**src/rtl/fifo_queue.sv**
```systemverilog
// Synchronous single-clock FIFO with registered read data, occupancy count and
// one-cycle overflow/underflow error pulses.
module fifo_queue #(
  parameter int DATA_SIZE      = 8,
  parameter int ADDR_SPACE_EXP = 2
) (
  input  logic                      clk,
  input  logic                      reset,
  input  logic                      wr,
  input  logic [DATA_SIZE-1:0]      wr_data_in,
  input  logic                      rd,
  output logic [DATA_SIZE-1:0]      rd_data_out,
  output logic                      rd_valid,
  output logic                      empty,
  output logic                      full,
  output logic [ADDR_SPACE_EXP:0]   count,
  output logic                      wr_err,
  output logic                      rd_err
);

  localparam int DEPTH = 2 ** ADDR_SPACE_EXP;

  logic [DATA_SIZE-1:0]    mem [DEPTH];
  logic [ADDR_SPACE_EXP:0] wr_ptr;
  logic [ADDR_SPACE_EXP:0] rd_ptr;
  logic                    wr_ok;
  logic                    rd_ok;

  // Pointer MSB is the wrap flag: equal low bits with differing MSBs means full.
  assign empty = (wr_ptr == rd_ptr);
  assign full  = (wr_ptr[ADDR_SPACE_EXP-1:0] == rd_ptr[ADDR_SPACE_EXP-1:0]) &&
                 (wr_ptr[ADDR_SPACE_EXP] != rd_ptr[ADDR_SPACE_EXP]);

  always_comb begin
    rd_ok = rd & ~empty;
    wr_ok = wr & (~full | rd_ok);
  end

  // Storage is deliberately not reset.
  always_ff @(posedge clk) begin
    if (reset && wr_ok)
      mem[wr_ptr[ADDR_SPACE_EXP-1:0]] <= wr_data_in;
  end

  always_ff @(posedge clk) begin
    if (!reset) begin
      wr_ptr      <= '0;
      rd_ptr      <= '0;
      count       <= '0;
      rd_data_out <= '0;
      rd_valid    <= 1'b0;
      wr_err      <= 1'b0;
      rd_err      <= 1'b0;
    end else begin
      if (wr_ok)
        wr_ptr <= wr_ptr + 1'b1;
      if (rd_ok) begin
        rd_ptr      <= rd_ptr + 1'b1;
        rd_data_out <= mem[rd_ptr[ADDR_SPACE_EXP-1:0]];
      end
      unique case ({wr_ok, rd_ok})
        2'b10:   count <= count + 1'b1;
        2'b01:   count <= count - 1'b1;
        default: count <= count;
      endcase
      rd_valid <= rd_ok;
      wr_err   <= wr & ~wr_ok;
      rd_err   <= rd & ~rd_ok;
    end
  end

endmodule
```
**config.mk**
```make
export PLATFORM = sky130hd
export DESIGN_NAME = fifo_queue
export DESIGN_NICKNAME = d
export VERILOG_FILES = /design/src/rtl/fifo_queue.sv
export SDC_FILE = /design/constraint.sdc
export NUM_CORES = 1
export LEC_CHECK = 0
export CAP_MARGIN = 30
export CORE_MARGIN = 2
export CORE_UTILIZATION = 40
export DETAILED_ROUTE_END_ITERATION = 10
export HOLD_SLACK_MARGIN = 0.1
export PLACE_DENSITY_LB_ADDON = 0.05
export RECOVER_POWER = 25
export SYNTH_ARGS = -nofsm -noshare
export SYNTH_HDL_FRONTEND = slang
export SYNTH_SLANG_ARGS = --single-unit
```
**constraint.sdc**
```tcl
create_clock -name clk -period 5.5 [get_ports clk]
set_input_delay 1.1 -clock clk [delete_from_list [all_inputs] [get_ports clk]]
set_output_delay 1.1 -clock clk [all_outputs]
set_load 0.05 [all_outputs]
```
==> PnR_summary.wiki <==
{| class="wikitable"
! Metric !! Value
|-
| Result of the run || completed
|-
| Net Count, Synth || around 170
|-
| Diodes inserted || 0
|-
| Clock network latency to the later pin of the worst-skew pair || about 0.30 ns
|-
| Worst ir drop on vdd || 163 uV
|-
| Yosys synthesis warning count || 0
|-
| Area of the mapped netlist || between 2000 and 2500 sq um
|-
| Kind of start point of the critical path || flop
|-
| Clock H-tree levels || 2
|-
| Placer's final routability congestion estimate || 0.703
|-
| Final-report max-slew violation count || 0
|-
| Maximum number of buffers from clock root to sink || 2
|-
| Hpwl dp || 2670 microns
|-
| Critical path start-end classification || flop to output port
|-
| Nets || about 200
|-
| Unique cell type count in the Yosys netlist || 33
|-
| I/O pin count || 28
|-
| Detailed router's first-iteration violation count || 69
|-
| Total of flip-flops plus latches after synthesis || between 50 and 60
|-
| Max cap viols || 0
|-
| Maximum fanout along the worst path || 12
|-
| Cells resized by post-CTS repair || 0
|-
| Worst Reg-to-Reg Cells || 9
|-
| Main combinational cell family by area after synthesis || multiplexers
|-
| Effective utilization at floorplan || 0.409
|-
| Hold Path Class || flop to flop
|-
| Buffers inserted by post-CTS timing repair || 0
|-
| Layout cell share with drive strength beyond 1 || 0.141
|-
| Worst setup margin || ~1.7 ns
|-
| Overall track demand over capacity in global routing || 0.134
|-
| TritonCTS sink count || 52
|-
| Transition time at the pin with the least slew margin || 0.901 ns
|-
| Highest Clock Rate || approximately 260 MHz
|-
| Reg2Reg Capture Point || count[2]
|-
| Post-synthesis mux area share || 0.140
|-
| Number of hold violations in the final report || 0
|-
| # port buffers || 27
|-
| Die Outline Area || between 6000 and 7000 sq um
|-
| Final design utilization || 0.495
|-
| Tcrit/Tclk final || 0.688
|-
| Fraction of the mapped netlist area in compound gates || 0.0400
|-
| Type of element capturing the critical path || output port
|-
| Core area || 5440 sq um
|-
| Clk slew on worst S/H paths || ~0.10 ns
|-
| Post-synthesis cell count || approximately 150
|-
| Static leakage || ~0.0010 uW
|-
| Adder-cell share of the synthesized area || 0.0428
|-
| Area taken by flip-flops and latches || roughly 1400 sq um
|-
| Residual overflow from global routing || 0
|-
| Number of hold buffers added after CTS || 0
|-
| Router iterations before antenna repair || 4
|-
| Number of fill cells || just under 500
|-
| Antenna violations before repair || 0
|-
| Register-to-Register Setup Slack || about 2.5 ns
|-
| X dimension of the die || ~79 microns
|-
| Most area-hungry cell type in the Yosys netlist || edfxtp_1
|-
| Cell family with the largest share of critical-path delay || buffers and inverters
|-
| Total via count in the routed design || ~1200
|-
| Headroom to the max-slew limit || 0.396
|-
| Sequential cell area fraction in the yosys report || 0.613
|-
| Simple-gate share of the synthesized area || 0.0985
|-
| Shortest clock period the worst path allows after layout || 3.78 ns
|-
| Final cell count without fillers || about 260
|-
| Total Wirelength || 3840 microns
|-
| Maximum cell stage delay along the critical path || between 0.8 and 0.9 ns
|-
| Layout Skew || roughly 0.0094 ns
|-
| Area growth, synth to finish || 21.1%
|-
| Power per cell area || roughly 390 nW/um^2
|-
| Root buffer selected by CTS || clkbuf_8
|-
| Floorplan row count || 27
|-
| Min-Delay Endpoint || rd_data_out[5]
|-
| Summed negative setup slack over all endpoints || 0 ns
|-
| Hold Crit Depth || 2
|-
| Reg2reg start || rd_ptr[0]
|-
| Hold Startpoint || rd_data_out[5]
|-
| Number of buffers inserted during clock tree synthesis || 5
|-
| Area contributors post-synth || edfxtp_1 (43%), dfxtp_1 (18%), mux4_2 (8.1%), mux2i_1 (5.9%), nand2_1 (4.4%)
|-
| Fraction of synthesized cell area taken by the top area cell type || 0.432
|-
| Setup repair after global routing missed its margin || no
|-
| Via count of the first global-routing pass || 1276
|-
| Wire length of the first global-routing pass || around 6300 microns
|-
| Setup violators final || 0
|-
| Placed Cells || 249
|-
| Post-DP Area || between 2000 and 3000 sq um
|-
| Final cell area excluding filler cells || ~2700 sq um
|-
| Synth Area per Inst || between 10 and 15 sq um
|-
| WL/cell || ~15 microns
|-
| Pin count of the biggest net entering global routing || 33
|-
| Xor/xnor share of the synthesized area || 0.0355
|-
| Required time worst endpoint || roughly 4.4 ns
|-
| Remaining antenna violation count || 0
|-
| CTS tree || built
|-
| Pre-CTS setup slack || 1.93 ns
|-
| Via/cell ratio || between 4 and 5
|-
| Die outline height || 78.5 microns
|-
| Number of remaining DRC errors || 0
|-
| Ordered list of cells on the worst path || xor2_2 -> or3_1 -> inv_1 -> clkdlybuf4s50_1
|-
| Multi-input gate area in the final layout || just over 800 sq um
|-
| CP Data Arrival Time || about 2.7 ns
|-
| Count of buffering cells on the critical path with inverters included || 2
|-
| Cell at the slowest stage of the critical path || dfxtp_1
|}
[state kept, by name, summed over array words and instances (netlist names)]
register and flops:
rd_data_out 8, rd_err 1, rd_ptr 3, mem 32, wr_ptr 3, wr_err 1
count 3, rd_valid 1
[per-layer routing]
layer / up-vias / track usage / wire (microns)
li1: 611 / - / -
met1: 602 / 0.162 / 1670
met2: 23 / 0.242 / 2000
met3: 5 / 0.0276 / 132
met4: 0 / 0.0368 / 40
met5: - / 0 / 0
[worst min-delay path: cells and delay by family (launching register included)]
| family | cells | cell delay, ns |
|---|---|---|
| AND/OR/NAND/NOR | 1 | 0.05 |
| multiplexers | 1 | 0.06 |
| flip-flops | 1 | 0.32 |
[cell families after synthesis]
group | count (synthesis)
fa+ha+maj | 7
simple gates | 45
xor+xnor | 6
buf+inv | 15
flops | 52
mux | 21
compound gates | 8
[worst max-delay path by stage]
stage,cells after the start,startpoint,end
final,4,rd_ptr[0],empty
after global routing,4,rd_ptr[0],empty
after CTS,4,rd_ptr[0],empty
after detailed placement,8,rd,count[2]
after global placement,4,reset,mem[2][7]
after floorplan,3,rd_ptr[1],full
[layout by cell type (no fill, tap or decap), types with 2 or more instances in the layout]
cell type / Yosys / final
and3_1: 2 / 2
dlygate4sd3_1: 0 / 7
inv_1: 9 / 9
edfxtp_1: 32 / 32
clkbuf_8: 0 / 5
mux4_2: 8 / 8
ha_1: 6 / 6
a21oi_1: 2 / 2
or3_1: 2 / 2
nor2_1: 4 / 4
nor3b_2: 0 / 3
mux2i_1: 13 / 13
xor2_1: 3 / 3
nand2b_1: 2 / 2
dfxtp_1: 20 / 20
clkdlybuf4s50_1: 0 / 20
nand2_1: 26 / 26
[layout make-up]
cell class / instances / area share
clock buffers: 5 / 0.0256
flip-flops and latches: 52 / 0.506
clock inverters: 3 / 0.0172
well taps: 72 / 0.0335
inverters: 9 / 0.0126
multi-input cells: 87 / 0.300
repair buffers: 29 / 0.105
[through the flow]
stage / power [uW] / hold WS [ns]
6_report: 1040 / 0.469
2_1_floorplan: 702 / 0.482
3_5_place_dp: 789 / 0.461
5_1_grt: 1090 / 0.486
4_1_cts: 1050 / 0.475
3_3_place_gp: 781 / 0.452
[power breakdown]
| part | leakage [uW] | internal (uW) | total, uW | switching (uW) |
|---|---|---|---|---|
| registers | 0.000454 | 447 | 481 | 34.2 |
| logic | 0.000492 | 118 | 294 | 176 |
| clock network | 0.0000548 | 137 | 264 | 127 |
[cell usage after synthesis, drive strengths merged]
master,instances
nor3,1
o21ai,1
o41ai,2
nand2,26
o31ai,1
fa,1
xnor2,1
and4,1
and2,1
xor2,5
and3,2
clkbuf,3
nor2,4
a21oi,2
a211oi,1
nor4,2
edfxtp,32
mux4,8
a211o,1
or3,2
inv,9
buf,3
nand2b,2
ha,6
mux2i,13
dfxtp,20
nor3b,4
Note: power is estimated with default switching activity, not from simulation.
